File: src/rtl/regfile_stack_ctx_ctrl_if.sv
// Sequencer-side bundle between the interrupt arbiter/CSR unit and regfile_stack_ctx_ctrl.
// Command encoding on o_command: 0 = none, 1 = push, 2 = pop.
interface regfile_stack_ctx_ctrl_if #(
   parameter int DEPTH  = 4,
   parameter int PRIO_W = 3
);
   localparam int DEPTH_W = $clog2(DEPTH + 1);

   logic                i_irq_valid;
   logic [PRIO_W-1:0]   i_irq_prio;
   logic                i_mret;
   logic                i_stall;
   logic [1:0]          o_command;
   logic                o_irq_ack;
   logic [DEPTH_W-1:0]  o_depth;
   logic [PRIO_W-1:0]   o_cur_prio;
   logic                o_error;

   modport master (
      output i_irq_valid, i_irq_prio, i_mret, i_stall,
      input  o_command, o_irq_ack, o_depth, o_cur_prio, o_error
   );

   modport slave (
      input  i_irq_valid, i_irq_prio, i_mret, i_stall,
      output o_command, o_irq_ack, o_depth, o_cur_prio, o_error
   );
endinterface

File: src/rtl/regfile_stack_ctx_ctrl.sv
// Context-switch sequencer for the stacked register file: push on interrupt entry, pop on mret.
// Optional tail-chaining on mret is enabled by defining HIPPO_STACK_TAILCHAIN_EN.
module regfile_stack_ctx_ctrl #(
   parameter int DEPTH  = 4,
   parameter int PRIO_W = 3
) (
   input logic                     i_clk,
   input logic                     i_reset,
   regfile_stack_ctx_ctrl_if.slave bus
);
   localparam int         DEPTH_W = $clog2(DEPTH + 1);
   localparam logic [1:0] CMD_NONE = 2'd0;
   localparam logic [1:0] CMD_PUSH = 2'd1;
   localparam logic [1:0] CMD_POP  = 2'd2;

   logic [DEPTH_W-1:0] depth_q, depth_d;
   logic [PRIO_W-1:0]  prio_q [DEPTH];
   logic [PRIO_W-1:0]  prio_d [DEPTH];
   logic               error_q, error_d;
   logic [PRIO_W-1:0]  cur_prio;
   logic               chain, ret, accept, mret_live;
   logic [1:0]         command;
   logic               irq_ack;

   always_comb begin
      cur_prio = '0;
      for (int i = 0; i < DEPTH; i++) begin
         if (depth_q == DEPTH_W'(i + 1)) cur_prio = prio_q[i];
      end
   end

`ifdef HIPPO_STACK_TAILCHAIN_EN
   // Priority of the context that an mret would resume; 0 means thread level.
   logic [PRIO_W-1:0] below;
   always_comb begin
      below = '0;
      for (int i = 0; i < DEPTH - 1; i++) begin
         if (depth_q == DEPTH_W'(i + 2)) below = prio_q[i];
      end
   end
   assign chain = bus.i_mret && bus.i_irq_valid && !bus.i_stall &&
                  (depth_q != '0) && (bus.i_irq_prio > below);
`else
   assign chain = 1'b0;
`endif

   assign mret_live = bus.i_mret && !bus.i_stall;
   assign ret       = mret_live && (depth_q != '0);
   assign accept    = bus.i_irq_valid && !bus.i_stall && !bus.i_mret &&
                      (bus.i_irq_prio > cur_prio) && (depth_q < DEPTH_W'(DEPTH));

   always_comb begin
      depth_d = depth_q;
      prio_d  = prio_q;
      error_d = error_q;
      command = CMD_NONE;
      irq_ack = 1'b0;
      if (chain) begin
         irq_ack = 1'b1;
         for (int i = 0; i < DEPTH; i++) begin
            if (depth_q == DEPTH_W'(i + 1)) prio_d[i] = bus.i_irq_prio;
         end
      end else if (ret) begin
         command = CMD_POP;
         depth_d = depth_q - DEPTH_W'(1);
      end else if (accept) begin
         command = CMD_PUSH;
         irq_ack = 1'b1;
         depth_d = depth_q + DEPTH_W'(1);
         for (int i = 0; i < DEPTH; i++) begin
            if (depth_q == DEPTH_W'(i)) prio_d[i] = bus.i_irq_prio;
         end
      end
      if (mret_live && (depth_q == '0)) error_d = 1'b1;
      // The regfile resets on the same edge, so nothing may be issued this cycle.
      if (i_reset) begin
         command = CMD_NONE;
         irq_ack = 1'b0;
      end
   end

   always_ff @(posedge i_clk) begin
      if (i_reset) begin
         depth_q <= '0;
         error_q <= 1'b0;
         for (int i = 0; i < DEPTH; i++) prio_q[i] <= '0;
      end else begin
         depth_q <= depth_d;
         error_q <= error_d;
         prio_q  <= prio_d;
      end
   end

   assign bus.o_command  = command;
   assign bus.o_irq_ack  = irq_ack;
   assign bus.o_depth    = depth_q;
   assign bus.o_cur_prio = cur_prio;
   assign bus.o_error    = error_q;
endmodule

File: src/flat_wrapper.sv
// flat-port wrapper written by rule: the top's interface ports become plain ports
module regfile_stack_ctx_ctrl_flat 
#(
   parameter int DEPTH  = 4,
   parameter int PRIO_W = 3
)
  (i_clk, i_reset, bus_i_irq_valid, bus_i_irq_prio, bus_i_mret, bus_i_stall, bus_o_command, bus_o_irq_ack, bus_o_depth, bus_o_cur_prio, bus_o_error);
  regfile_stack_ctx_ctrl_if #(.DEPTH(DEPTH), .PRIO_W(PRIO_W)) bus_i ();
  input logic i_clk;
  input logic i_reset;
  input wire logic [$bits(bus_i.i_irq_valid)-1:0] bus_i_irq_valid;
  input wire logic [$bits(bus_i.i_irq_prio)-1:0] bus_i_irq_prio;
  input wire logic [$bits(bus_i.i_mret)-1:0] bus_i_mret;
  input wire logic [$bits(bus_i.i_stall)-1:0] bus_i_stall;
  output wire logic [$bits(bus_i.o_command)-1:0] bus_o_command;
  output wire logic [$bits(bus_i.o_irq_ack)-1:0] bus_o_irq_ack;
  output wire logic [$bits(bus_i.o_depth)-1:0] bus_o_depth;
  output wire logic [$bits(bus_i.o_cur_prio)-1:0] bus_o_cur_prio;
  output wire logic [$bits(bus_i.o_error)-1:0] bus_o_error;
  assign bus_i.i_irq_valid = bus_i_irq_valid;
  assign bus_i.i_irq_prio = bus_i_irq_prio;
  assign bus_i.i_mret = bus_i_mret;
  assign bus_i.i_stall = bus_i_stall;
  assign bus_o_command = bus_i.o_command;
  assign bus_o_irq_ack = bus_i.o_irq_ack;
  assign bus_o_depth = bus_i.o_depth;
  assign bus_o_cur_prio = bus_i.o_cur_prio;
  assign bus_o_error = bus_i.o_error;
  regfile_stack_ctx_ctrl #(.DEPTH(DEPTH), .PRIO_W(PRIO_W)) u_core (.i_clk(i_clk), .i_reset(i_reset), .bus(bus_i));
endmodule
File: config.mk
export PLATFORM = sky130hd
export DESIGN_NAME = regfile_stack_ctx_ctrl_flat
export DESIGN_NICKNAME = d
export VERILOG_FILES = /design/src/rtl/regfile_stack_ctx_ctrl_if.sv /design/src/rtl/regfile_stack_ctx_ctrl.sv /design/src/flat_wrapper.sv
export SDC_FILE = /design/constraint.sdc
export NUM_CORES = 1
export LEC_CHECK = 0
export CORE_MARGIN = 4
export CORE_UTILIZATION = 50
export DETAILED_ROUTE_END_ITERATION = 16
export PLACE_DENSITY_LB_ADDON = 0.05
export SYNTH_ARGS = -nofsm -noshare
export SYNTH_HDL_FRONTEND = slang
export SYNTH_SLANG_ARGS = --single-unit
File: constraint.sdc
create_clock -name i_clk -period 7.4 [get_ports i_clk]
set_input_delay 1.48 -clock i_clk [delete_from_list [all_inputs] [get_ports i_clk]]
set_output_delay 1.48 -clock i_clk [all_outputs]
set_load 0.02 [all_outputs]
Word-level counts from Yosys, hierarchy flattened. Cells that the tools add are included.

Multiplexer cells: 12. Bitwise operators: 1. Order comparisons: 2. Add/sub/neg operators: 2. Eq/ne operators: 4. Reduce and logical (&&, ||, !) cells: 16.

Operators with widths (count): $mux W3 (6); $reduce_and A3 Y1 (4); $logic_and A1 B1 Y1 (7); $eq A3 B2 Y1 const B (2); $mux W1 (4); $mux W2 (2); $add A3 B1 Y3 const B (1); $eq A3 B1 Y1 const B (1); $eq A3 B3 Y1 const B (1); $gt A3 B3 Y1 (1); $logic_not A3 Y1 (1); $lt A3 B3 Y1 const B (1); $reduce_bool A3 Y1 (1); $sub A3 B1 Y3 const B (1); $logic_not A1 Y1 (2); $reduce_bool A2 Y1 (1); $not A1 Y1 (1).

Logic and storage cells: 43. Output and inout port bits: 10. Register bits: 16.

Depth between registers and ports, before layout.
Depth in word-level cells: 11. Depth in mapped cells: 14. Gate-level depth less buffers: 11.

Worst setup path after synthesis. OpenSTA, ideal clock, no wires.

Kind: register -> output. Start point: reg u_core.depth_q[2], in the netlist u_core.bus.o_depth[2]. End point: out bus_o_command[0]. Setup slack: 2943 ps. Required time: 5920 ps. Arrival time: 2977 ps. Cell stages (with the launch flop): 10. Cell sequence: dfxtp_1 -> inv_1 -> ha_1 -> or2_2 -> o21ai_0 -> ha_1 -> nand3_1 -> o211ai_1 -> nor2_1 -> buf_4.

Longest elaborated chain between the ends: 11. Elaborated cells on any way between the ends: 17. Those cells by class: order compare: 2; eq/ne: 4; mux: 7; reduce/logical: 4.

RTL lines: start: declaration (RTL line regfile_stack_ctx_ctrl.sv:16) `logic [DEPTH_W-1:0] depth_q, depth_d;`; start signal: assignment (RTL line regfile_stack_ctx_ctrl.sv:88) `depth_q <= depth_d;`; $eq A3 B1 Y1; $mux W3 (3 in series) (RTL line regfile_stack_ctx_ctrl.sv:28) `if (depth_q == DEPTH_W'(i + 1)) cur_prio = prio_q[i];`; $mux W3 * (RTL line regfile_stack_ctx_ctrl.sv:28); via bus_o_cur_prio[0] (RTL line flat_wrapper.sv:18) `output wire logic [$bits(bus_i.o_cur_prio)-1:0] bus_o_cur_prio;`; $gt A3 B3 Y1 * (RTL line regfile_stack_ctx_ctrl.sv:50) `(bus.i_irq_prio > cur_prio) && (depth_q < DEPTH_W'(DEPTH));`; $logic_and A1 B1 Y1 * (RTL line regfile_stack_ctx_ctrl.sv:49) `assign accept = bus.i_irq_valid && !bus.i_stall && !bus.i_mret &&`; $logic_and A1 B1 Y1 * (RTL line regfile_stack_ctx_ctrl.sv:50); $mux W1 * (RTL line regfile_stack_ctx_ctrl.sv:66) `end else if (accept) begin`; $mux W2 * (RTL line regfile_stack_ctx_ctrl.sv:63) `end else if (ret) begin`; $mux W2 * (RTL line regfile_stack_ctx_ctrl.sv:76) `if (i_reset) begin`; end: declaration (RTL line flat_wrapper.sv:15) `output wire logic [$bits(bus_i.o_command)-1:0] bus_o_command;`.

The timed path passes the listed nets; every way through them passes the cells marked *.

Final worst setup path.
Start point: in bus_i_irq_prio[0]. End point: out bus_o_irq_ack.

Longest elaborated chain between the ends: 6.

RTL lines: start: declaration (RTL line flat_wrapper.sv:12) `input wire logic [$bits(bus_i.i_irq_prio)-1:0] bus_i_irq_prio;`; $gt A3 B3 Y1 (RTL line regfile_stack_ctx_ctrl.sv:50); $logic_and A1 B1 Y1 (RTL line regfile_stack_ctx_ctrl.sv:49); $logic_and A1 B1 Y1 (RTL line regfile_stack_ctx_ctrl.sv:50); $mux W1 (RTL line regfile_stack_ctx_ctrl.sv:66); $mux W1 (RTL line regfile_stack_ctx_ctrl.sv:63); $mux W1 (RTL line regfile_stack_ctx_ctrl.sv:76); end: declaration (RTL line flat_wrapper.sv:16) `output wire logic [$bits(bus_i.o_irq_ack)-1:0] bus_o_irq_ack;`.

No other way between the ends.

==> results_dict.tcl <==
set metrics [dict create \
    avgRoutedWirePerCell_um 14.2 \
    cts_setup_buffers 0 \
    crit_path_end_kind "output port" \
    cts-htree-levels 1 \
    syn-instance-count 117 \
    r2r_end "u_core.bus.o_depth[2]$_SDFFE_PP0P_" \
    yosys_warnings 0 \
    relSlewSlack_pct 57.8 \
    min_to "u_core.prio_q[10]$_SDFFE_PP0P_" \
    first_global_vias 847 \
    clkTransAtPathRegs_ns 0.09 \
    n_antenna_cell 0 \
    gr-total-overflow 0 \
    arrival_ns 3.64 \
    synthToLayoutAreaGrowth_pct 21.0 \
    syn_area_per_cell_sq_um 8.23 \
    finalCritPeriodShare_pct 69.2 \
    crit_fanout 6 \
    synth.distinct_cells 31 \
    postRouteAntennaNets 0 \
    grt_pass1_wl_um 3910 \
    start_util_pct 54.0 \
    worstPathRequired_ns 5.92 \
    grt_max_degree 19 \
    die_w_um 51.9 \
    synth-seq-cells 16 \
    synth-edff-count 0 \
    slew_violations 0 \
    die_area_sq_um 2690 \
    r2r_cells 11 \
    ys.flop_type "dfxtp_1" \
    startpoint_type "primary input" \
    drt-total-wl_um 2230 \
    crit_type "in2out" \
    netlist_area_sq_um 963 \
    hold_depth 2 \
    place_ws_ns 2.32 \
    coreArea_sq_um 1780 \
    fin_util_pct 65.4 \
    synth_top_cell_area_share_pct 33.2 \
    antenna_found_initial 0 \
    min_period_ns 5.12 \
    final.setup.worst_slack_ns 2.28 \
    drt_iter0_markers 30 \
    synth_top_cell_by_area "dfxtp_1" \
    hpwlAfterDp_um 1670 \
    cts_buffers 3 \
    synthTopCellsByArea "dfxtp_1, ha_1, a21oi_1" \
    ys_seq_area_share_pct 33.2 \
    irDropWorstVdd_mv 0.0973 \
    clock_latency_ns 0.29 \
    cts.sinks 16 \
    gp_congestion 0.799 \
    regToRegStartpoint "u_core.bus.o_depth[2]$_SDFFE_PP0P_" \
    nNetsFinal 150 \
    status "finished, final reports clean" \
    rsz0062_at_grt "false" \
    num_rows 15 \
    root_buffer "clkbuf_4" \
    syn_nets 134 \
    drive_above_1_share_pct 6.82 \
    setup_viol 0 \
    ios 18 \
    drc 0 \
    cap_violations 0 \
    r2r_slack_ns 4.37 \
    drt_pass1_iterations 4 \
    vias 892 \
    portBuffers 17 \
    p_leak_nw 0.415 \
    fin_setup_tns_ns 0 \
    hold_viol 0 \
    die_h_um 51.9 \
    avgViaCountPerCell 5.68 \
    hold_path.class "reg2reg" \
    synth-async-reset-ratio_pct 0 \
    power_density_nw_per_um2 166 \
    ctsResizeCount 0 \
    fmax_mhz 195 \
    track_usage_pct 19.4 \
    holdCritStartpoint "u_core.prio_q[10]$_SDFFE_PP0P_" \
    cts_hold_buf 0 \
    finalClockSkew_ns 0.00467 \
    synth_common_cells "a21oi_1, dfxtp_1, nand2_1" \
    cts_tree "built" \
    tightestPinTransition_ns 0.631 \
    cts_buffer_depth 2 \
]
[cell type report]
type / count / area, sq um
well taps: 25 / 31.3
multi-input cells: 88 / 582
fillers: 159 / 617
clock buffers: 4 / 36.3
inverters: 7 / 26.3
repair buffers: 17 / 170
flip-flops and latches: 16 / 320
[registers in the layout, summed over array words and instances (netlist names)]
| signal | cells |
|---|---|
| u_core.bus.o_depth | 3 |
| u_core.bus.o_error | 1 |
| u_core.prio_q | 12 |
[how the worst max path moves through the flow]
stage | start | end | slack (ns) | cells after the start
floorplan | u_core.bus.o_depth[2]$_SDFFE_PP0P_ | bus_o_command[0] | 2.94 | 9
global placement | bus_i_irq_prio[1] | bus_o_irq_ack | 2.37 | 6
detailed placement | bus_i_irq_prio[0] | bus_o_irq_ack | 2.32 | 7
CTS | bus_i_irq_prio[0] | bus_o_irq_ack | 2.28 | 7
global route | bus_i_irq_prio[2] | bus_o_irq_ack | 2.14 | 6
finish | bus_i_irq_prio[0] | bus_o_irq_ack | 2.28 | 7
[report_power, final]
part | switching, W | internal, W | total, W
clock | 0.0000282 | 0.0000300 | 0.0000581
sequential | 0.00000323 | 0.0000890 | 0.0000922
combinational | 0.0000254 | 0.0000184 | 0.0000438
[logic make-up (layout without fill, tap and decap cells)]
logic type,after synthesis,in the layout,synth area share (%)
flops,16,16,33.2
simple gates,47,47,26.0
fa+ha+maj,9,9,11.7
buf+inv,13,28,6.36
mux,1,1,1.04
compound gates,31,31,21.7
[metrics by stage]
step / area [sq um] / hold WS, ns / std cells / total power, W
floorplan: 963 / 0.436 / 117 / 0.000121
global placement: 1130 / 0.444 / 153 / 0.000136
detailed placement: 1130 / 0.448 / 153 / 0.000137
CTS: 1170 / 0.463 / 157 / 0.000196
finish: 1170 / 0.460 / 157 / 0.000194
global route: 1170 / 0.484 / 157 / 0.000206
[critical path: stages]
cell and delay (ns):
clkdlybuf4s50_1 0.57, inv_1 0.07, ha_1 0.19, and3b_1 0.34, o211ai_1 0.18, nor2_1 0.17
clkdlybuf4s50_1 0.64
[per-layer routing]
layer	global-route usage, %	vias up	share of wire, %
li1	-	453	-
met1	24.9	407	47
met2	31.0	27	45
met3	3.44	5	5.4
met4	9.17	0	1.8
met5	0	-	0
[placed cells by master (no fill, tap or decap)]
| master | synthesis | routed |
|---|---|---|
| a21o_1 | 1 | 1 |
| a21oi_1 | 16 | 16 |
| a221o_1 | 1 | 1 |
| a221oi_1 | 2 | 2 |
| a22oi_1 | 1 | 1 |
| a31o_2 | 1 | 1 |
| a31oi_1 | 2 | 2 |
| and2_2 | 1 | 1 |
| and3b_1 | 1 | 1 |
| clkbuf_4 | 0 | 3 |
| clkbuf_8 | 0 | 1 |
| clkdlybuf4s50_1 | 0 | 17 |
| dfxtp_1 | 16 | 16 |
| ha_1 | 9 | 9 |
| inv_1 | 7 | 7 |
| mux2i_1 | 1 | 1 |
| nand2_1 | 16 | 16 |
| nand2b_1 | 1 | 1 |
| nand3_1 | 14 | 14 |
| nand3b_1 | 3 | 3 |
| nor2_1 | 4 | 4 |
| nor2b_1 | 2 | 2 |
| nor3_1 | 2 | 2 |
| nor3b_1 | 1 | 1 |
| nor4b_4 | 1 | 1 |
| o2111ai_1 | 4 | 4 |
| o211a_4 | 1 | 1 |
| o211ai_1 | 1 | 1 |
| o21ai_0 | 1 | 1 |
| or2_2 | 1 | 1 |
(Power assumes the default switching activity.)
